--- src/rtl/alu_pkg.sv ---
// -----------------------------------------------------------------------------
// alu_pkg
// Shared definitions for the ALU issue controller: opcode encodings, the
// 18-bit instruction word layout, the issue FSM state encoding and a helper
// that packs a request into an instruction word.
// No ports (package).
// -----------------------------------------------------------------------------
package alu_pkg;

    localparam logic [1:0] OP_ADD = 2'b00;
    localparam logic [1:0] OP_MUL = 2'b01;
    localparam logic [1:0] OP_AND = 2'b10;
    localparam logic [1:0] OP_XOR = 2'b11;

    localparam int INSTR_W = 18;
    localparam int OP_MSB  = 17;
    localparam int OP_LSB  = 16;
    localparam int A_MSB   = 15;
    localparam int A_LSB   = 8;
    localparam int B_MSB   = 7;
    localparam int B_LSB   = 0;

    typedef enum logic [1:0] {
        ST_IDLE  = 2'd0,
        ST_ISSUE = 2'd1,
        ST_RESP  = 2'd2
    } state_e;

    function automatic logic [INSTR_W-1:0] pack_instr(input logic [1:0] op,
                                                      input logic [7:0] a,
                                                      input logic [7:0] b);
        logic [INSTR_W-1:0] w;
        w = '0;
        w[OP_MSB:OP_LSB] = op;
        w[A_MSB:A_LSB]   = a;
        w[B_MSB:B_LSB]   = b;
        return w;
    endfunction

endpackage

--- src/rtl/alu_req_fifo.sv ---
// -----------------------------------------------------------------------------
// alu_req_fifo
// Synchronous show-ahead FIFO holding packed ALU instruction words.
// Ports:
//   clk, rst        clock, synchronous active-high reset (empties the FIFO)
//   push, wr_data   write request and data (ignored when full)
//   pop             read request (ignored when empty)
//   rd_data         head entry, valid whenever empty is low
//   full, empty     occupancy flags
// -----------------------------------------------------------------------------
module alu_req_fifo
    import alu_pkg::*;
#(
    parameter int DEPTH = 4,
    parameter int WIDTH = INSTR_W
) (
    input  logic             clk,
    input  logic             rst,
    input  logic             push,
    input  logic [WIDTH-1:0] wr_data,
    input  logic             pop,
    output logic [WIDTH-1:0] rd_data,
    output logic             full,
    output logic             empty
);

    localparam int AW = $clog2(DEPTH);

    logic [WIDTH-1:0] mem_q [DEPTH];
    // Pointers carry one extra wrap bit so full and empty are distinguishable.
    logic [AW:0]      wr_ptr_q;
    logic [AW:0]      rd_ptr_q;
    logic             do_push;
    logic             do_pop;

    assign empty   = (wr_ptr_q == rd_ptr_q);
    assign full    = (wr_ptr_q[AW] != rd_ptr_q[AW]) &&
                     (wr_ptr_q[AW-1:0] == rd_ptr_q[AW-1:0]);
    assign do_push = push && !full;
    assign do_pop  = pop && !empty;
    assign rd_data = mem_q[rd_ptr_q[AW-1:0]];

    // NOTE: storage is not reset; only the pointers define which entries are live.
    always_ff @(posedge clk) begin
        if (do_push) begin
            mem_q[wr_ptr_q[AW-1:0]] <= wr_data;
        end
    end

    // NOTE: sequential state uses non-blocking assignments so every register
    // samples pre-edge values regardless of statement order.
    always_ff @(posedge clk) begin
        if (rst) begin
            wr_ptr_q <= '0;
            rd_ptr_q <= '0;
        end else begin
            if (do_push) wr_ptr_q <= wr_ptr_q + 1'b1;
            if (do_pop)  rd_ptr_q <= rd_ptr_q + 1'b1;
        end
    end

endmodule

--- src/rtl/alu_issue_ctrl.sv ---
// -----------------------------------------------------------------------------
// alu_issue_ctrl
// Initiator side of the 8-bit ALU instruction interface. Requests are queued
// in alu_req_fifo, issued one at a time on instr_out, held for SETTLE_CYCLES,
// and the ALU outputs are captured into a response register.
// Ports:
//   clk, rst                       clock, synchronous active-high reset
//   req_valid/req_ready            request handshake (req_ready = !fifo full)
//   req_op, req_a, req_b           opcode and signed operands
//   instr_out                      {op, A, B} driven to the ALU
//   alu_x, alu_y, alu_carry, alu_ovf  combinational ALU results
//   rsp_valid/rsp_ready            response handshake
//   rsp_op, rsp_x, rsp_y           captured opcode and results
//   rsp_carry, rsp_ovf             captured flags, zero unless op is ADD
//   busy                           FSM active or requests queued
// Optional build macro ALU_ISSUE_STATS_EN adds saturating counters:
//   stat_issued                    response handshakes
//   stat_ovf                       response handshakes with rsp_ovf set
// -----------------------------------------------------------------------------
module alu_issue_ctrl
    import alu_pkg::*;
#(
    parameter int FIFO_DEPTH    = 4,
    parameter int SETTLE_CYCLES = 1
) (
    input  logic               clk,
    input  logic               rst,
    input  logic               req_valid,
    output logic               req_ready,
    input  logic [1:0]         req_op,
    input  logic [7:0]         req_a,
    input  logic [7:0]         req_b,
    output logic [INSTR_W-1:0] instr_out,
    input  logic [7:0]         alu_x,
    input  logic [7:0]         alu_y,
    input  logic               alu_carry,
    input  logic               alu_ovf,
    output logic               rsp_valid,
    input  logic               rsp_ready,
    output logic [1:0]         rsp_op,
    output logic [7:0]         rsp_x,
    output logic [7:0]         rsp_y,
    output logic               rsp_carry,
    output logic               rsp_ovf,
`ifdef ALU_ISSUE_STATS_EN
    output logic [15:0]        stat_issued,
    output logic [15:0]        stat_ovf,
`endif
    output logic               busy
);

    localparam int              CNT_W    = (SETTLE_CYCLES > 1) ? $clog2(SETTLE_CYCLES) : 1;
    localparam logic [CNT_W-1:0] CNT_LOAD = CNT_W'(SETTLE_CYCLES - 1);

    state_e             state_q;
    logic [INSTR_W-1:0] instr_q;
    logic [CNT_W-1:0]   cnt_q;
    logic               rsp_valid_q;
    logic [1:0]         rsp_op_q;
    logic [7:0]         rsp_x_q;
    logic [7:0]         rsp_y_q;
    logic               rsp_carry_q;
    logic               rsp_ovf_q;

    logic               fifo_full;
    logic               fifo_empty;
    logic               fifo_pop;
    logic [INSTR_W-1:0] fifo_rd_data;
    logic               is_add;

    alu_req_fifo #(
        .DEPTH (FIFO_DEPTH),
        .WIDTH (INSTR_W)
    ) u_fifo (
        .clk     (clk),
        .rst     (rst),
        .push    (req_valid),
        .wr_data (pack_instr(req_op, req_a, req_b)),
        .pop     (fifo_pop),
        .rd_data (fifo_rd_data),
        .full    (fifo_full),
        .empty   (fifo_empty)
    );

    // Pop when idle, or when the held response is consumed so the next
    // request issues without a detour through IDLE.
    assign fifo_pop = !fifo_empty &&
                      ((state_q == ST_IDLE) || ((state_q == ST_RESP) && rsp_ready));
    assign is_add   = (instr_q[OP_MSB:OP_LSB] == OP_ADD);

    always_ff @(posedge clk) begin
        if (rst) begin
            state_q     <= ST_IDLE;
            instr_q     <= '0;
            cnt_q       <= '0;
            rsp_valid_q <= 1'b0;
            rsp_op_q    <= '0;
            rsp_x_q     <= '0;
            rsp_y_q     <= '0;
            rsp_carry_q <= 1'b0;
            rsp_ovf_q   <= 1'b0;
        end else begin
            case (state_q)
                ST_IDLE: begin
                    if (fifo_pop) begin
                        instr_q <= fifo_rd_data;
                        cnt_q   <= CNT_LOAD;
                        state_q <= ST_ISSUE;
                    end
                end
                ST_ISSUE: begin
                    if (cnt_q == '0) begin
                        rsp_op_q    <= instr_q[OP_MSB:OP_LSB];
                        rsp_x_q     <= alu_x;
                        rsp_y_q     <= alu_y;
                        rsp_carry_q <= is_add && alu_carry;
                        rsp_ovf_q   <= is_add && alu_ovf;
                        rsp_valid_q <= 1'b1;
                        state_q     <= ST_RESP;
                    end else begin
                        cnt_q <= cnt_q - CNT_W'(1);
                    end
                end
                ST_RESP: begin
                    if (rsp_ready) begin
                        rsp_valid_q <= 1'b0;
                        if (fifo_pop) begin
                            instr_q <= fifo_rd_data;
                            cnt_q   <= CNT_LOAD;
                            state_q <= ST_ISSUE;
                        end else begin
                            state_q <= ST_IDLE;
                        end
                    end
                end
                default: state_q <= ST_IDLE;
            endcase
        end
    end

`ifdef ALU_ISSUE_STATS_EN
    logic [15:0] stat_issued_q;
    logic [15:0] stat_ovf_q;
    logic        rsp_fire;

    assign rsp_fire = rsp_valid_q && rsp_ready;

    always_ff @(posedge clk) begin
        if (rst) begin
            stat_issued_q <= '0;
            stat_ovf_q    <= '0;
        end else if (rsp_fire) begin
            if (stat_issued_q != 16'hFFFF) stat_issued_q <= stat_issued_q + 16'd1;
            if (rsp_ovf_q && (stat_ovf_q != 16'hFFFF)) stat_ovf_q <= stat_ovf_q + 16'd1;
        end
    end

    assign stat_issued = stat_issued_q;
    assign stat_ovf    = stat_ovf_q;
`endif

    assign req_ready = !fifo_full;
    assign instr_out = instr_q;
    assign rsp_valid = rsp_valid_q;
    assign rsp_op    = rsp_op_q;
    assign rsp_x     = rsp_x_q;
    assign rsp_y     = rsp_y_q;
    assign rsp_carry = rsp_carry_q;
    assign rsp_ovf   = rsp_ovf_q;
    assign busy      = (state_q != ST_IDLE) || !fifo_empty;

endmodule

--- config.mk ---
export PLATFORM = sky130hd
export DESIGN_NAME = alu_issue_ctrl
export DESIGN_NICKNAME = d
export VERILOG_FILES = /design/src/rtl/alu_pkg.sv /design/src/rtl/alu_req_fifo.sv /design/src/rtl/alu_issue_ctrl.sv
export SDC_FILE = /design/constraint.sdc
export NUM_CORES = 1
export LEC_CHECK = 0
export BUFFER_PORTS_ARGS = -buffer_cell sky130_fd_sc_hd__buf_2
export CELL_PAD_IN_SITES_DETAIL_PLACEMENT = 0
export CELL_PAD_IN_SITES_GLOBAL_PLACEMENT = 2
export CORE_ASPECT_RATIO = 1.5
export CORE_MARGIN = 5
export CORE_UTILIZATION = 38
export CTS_CLUSTER_SIZE = 12
export DETAILED_ROUTE_END_ITERATION = 10
export HOLD_SLACK_MARGIN = 0.12
export PLACE_DENSITY = 0.89
export SLEW_MARGIN = 20
export SYNTH_ARGS = -nofsm -noshare
export SYNTH_HDL_FRONTEND = slang
export SYNTH_SLANG_ARGS = --single-unit
--- constraint.sdc ---
create_clock -name clk -period 2.6 [get_ports clk]
set_clock_uncertainty 0.05 [all_clocks]
set_input_delay 0.26 -clock clk [delete_from_list [all_inputs] [get_ports clk]]
set_output_delay 0.26 -clock clk [all_outputs]
set_load 0.01 [all_outputs]
==> summary.md <==
| Metric | Value |
|---|---|
| Detailed placement HPWL | `approximately 6000 um` |
| Largest net degree at the start of global routing | `43` |
| Power Density | `~1100 mW/mm2` |
| Detailed-route DRC error count | `0` |
| Ratio of cells with drive above 1 in the final layout | `0.305` |
| Mapped Area | `around 0.0046 mm2` |
| Initial antenna violation count | `0` |
| Area leader, netlist | `edfxtp_1` |
| Worst endpoint required time | `approximately 2.3 ns` |
| R2R depth | `4` |
| Syn Inst Count | `between 300 and 400` |
| Final core utilization | `0.517` |
| Worst r2r src | `u_fifo.wr_ptr_q[1]` |
| Final ANT Viol Nets | `0` |
| Crit-path max FO | `7` |
| GRT Total Usage | `0.134` |
| Drt wl/cell | `14.4 um` |
| Synth Net Count | `376` |
| Hold Path Stages | `4` |
| Final Hold Fails | `0` |
| Port Buffer Count | `80` |
| WL final | `roughly 9000 um` |
| Worst Setup SP | `u_fifo.wr_ptr_q[1]` |
| Max-cap violation count | `0` |
| Status | `finished, final reports clean` |
| Synth top area cells | `edfxtp_1 (47%), dfxtp_1 (21%), mux4_2 (8.8%)` |
| Synth cell count leaders | `nand2_1 (80), edfxtp_1 (72), dfxtp_1 (49), a21oi_1 (22), mux2i_1 (20)` |
| Initial core utilization | `0.387` |
| Die Y | `145 um` |
| Die Wd | `100 um` |
| Post-synthesis sequential area ratio | `0.679` |
| Hold Path Class | `in -> reg` |
| Syn Area/Cell | `14.0 um2` |
| Final min period | `slightly below 2 ns` |
| Rows | `between 40 and 50` |
| Crit path capture type | `primary output` |
| Number of buffers created by CTS | `17` |
| CTS root buf | `clkbuf_16` |
| # setup viols final | `0` |
| Post-route clock period utilization | `0.761` |
| Final Net Count | `504` |
| # clock sinks | `between 100 and 150` |
| Top cell type's share of synthesized area | `0.467` |
| EDFF count, synth | `72` |
| HP Start | `rsp_ready` |
| Fmax | `506 MHz` |
| DP Cell Count | `about 560` |
| Slew margin rel. | `0.480` |
| GRT overflow | `0` |
| H-tree levels | `4` |
| Ys async rst share | `0` |
| ANT cells | `0` |
| Total negative slack | `0 ns` |
| Post-CTS setup repair buffer count | `0` |
| Core region area | `roughly 0.012 mm2` |
| TritonRoute pass-1 iters | `4` |
| Slew @ Worst Pin | `approximately 0.78 ns` |
| CTS Buffer Depth | `2` |
| Tot Pwr | `around 0.0067 W` |
| Number of global-route vias before repair | `a little over 3,000` |
| Final GP Congestion | `between 0.7 and 0.8` |
| Die ar. | `0.0145 mm2` |
| Yosys warns | `0` |
| First-pass GRT wire length | `15,100 um` |
| Max Transition Viols Final | `0` |
| TritonCTS clock tree | `yes` |
| Unrepaired setup endpoints after global routing | `false` |
| Ports | `81` |
| DRT iter0 DRCs | `100` |
| Fillers | `approximately 1,000` |
| Startpoint types | `flip-flop` |
| Static Leak | `between 2 and 2.5 nW` |
| Reg clk slew, reported paths | `0.05 ns` |
| Post-route insts no fill | `around 630` |
| Most frequent cell after synthesis | `nand2_1` |
| Synthesis-to-layout area growth | `33.4%` |
| Critical path arrival | `around 1.7 ns` |
| Vias per cell | `4.73` |
| Worst skew pair latency | `approximately 0.4 ns` |
| Synth Flop Type | `edfxtp_1` |
| Worst setup path class | `reg -> out` |
| Yosys cell types | `35` |
| DR vias | `2,957` |
| Maximum vdd drop | `about 0.47 mV` |
| Synthesis-stage register bit count | `about 120` |
## final cells by class
cell class / instances / area, um2 / area share
Clock inverter: 11 / 144 / 0.0233
Inverter: 7 / 26.3 / 0.00425
Clock buffer: 21 / 470 / 0.0762
Multi-Input combinational cell: 186 / 1370 / 0.221
Timing Repair Buffer: 126 / 836 / 0.135
Sequential cell: 121 / 3140 / 0.509
Tap cell: 153 / 191 / 0.0310
## layout by cell type, fill, tap and decap left out, types with 2 or more instances in the layout
| cell type | count |
|---|---|
| and2_1 | 4 |
| ha_1 | 5 |
| inv_1 | 6 |
| a311o_1 | 2 |
| a31oi_1 | 2 |
| a21oi_1 | 22 |
| clkinv_2 | 2 |
| edfxtp_1 | 72 |
| nor2b_1 | 5 |
| and3_2 | 2 |
| nand2_1 | 80 |
| clkbuf_16 | 17 |
| nand3_1 | 2 |
| mux2i_1 | 20 |
| dfxtp_1 | 49 |
| nor2_1 | 6 |
| xnor2_1 | 3 |
| mux4_2 | 18 |
| dlygate4sd3_1 | 36 |
| buf_2 | 80 |
| mux2_2 | 3 |
| clkinvlp_4 | 3 |
| buf_4 | 10 |
| bufinv_16 | 3 |
| clkbuf_8 | 3 |
| nand2b_1 | 3 |
## sequential cells by signal (all words and copies together), names as in the netlist, named ones only
signal,flops
instr_out,18
rsp_carry,1
rsp_op,2
rsp_ovf,1
rsp_valid,1
rsp_x,8
rsp_y,8
state_q,2
u_fifo.mem_q,72
u_fifo.rd_ptr_q,3
u_fifo.wr_ptr_q,3
## through the flow
stage | worst slack (ns) | hold WS, ns | instance area, um2
2_1_floorplan | 0.708 | 0.309 | 4630
3_3_place_gp | 0.720 | 0.389 | 5200
3_5_place_dp | 0.645 | 0.394 | 5200
4_1_cts | 0.593 | 0.146 | 6180
5_1_grt | 0.487 | 0.178 | 6180
6_report | 0.622 | 0.172 | 6180
## path summary, 6_finish.rpt
path	end	slack (ns)
min reg2reg	rsp_carry	0.40
min	state_q[1]	0.17
max	busy	0.62
max reg2reg	u_fifo.mem_q[1][17]	0.64
## timing repair
item,4_1_cts,5_1_grt
gates resized for setup,0,0
hold buffers,36,0
hold endpoints to repair,90,0
## logic make-up (layout without fill, tap and decap cells)
group           after synthesis  in the layout  share of synthesized area
flops                       121            121                      0.679
simple gates                106            106                     0.0979
mux                          41             41                      0.138
compound gates               30             30                     0.0379
buf+inv                      24            165                     0.0260
fa+ha+maj                     5              5                     0.0135
xor+xnor                      4              4                    0.00757
## worst max-delay path: stages, from the launching register on
cell and delay, ns:
dfxtp_1 0.35, xnor2_1 0.43, and3_2 0.29, nand2_1 0.05
buf_2 0.14
## power breakdown
group          switching (W)  internal, W  total [W]  leakage [nW]
Clock               0.000784      0.00158    0.00236         0.293
Combinational       0.000933     0.000835    0.00177          1.07
Sequential          0.000175      0.00239    0.00257          1.06
Total                0.00189      0.00481    0.00670          2.43
## metal layers
layer,GRT usage,vias up,share of wire
li1,-,1447,-
met1,0.151,1431,0.40
met2,0.228,69,0.53
met3,0.0437,10,0.056
met4,0.0614,0,0.012
met5,0,-,0
Power figures use the tool's default switching activity.
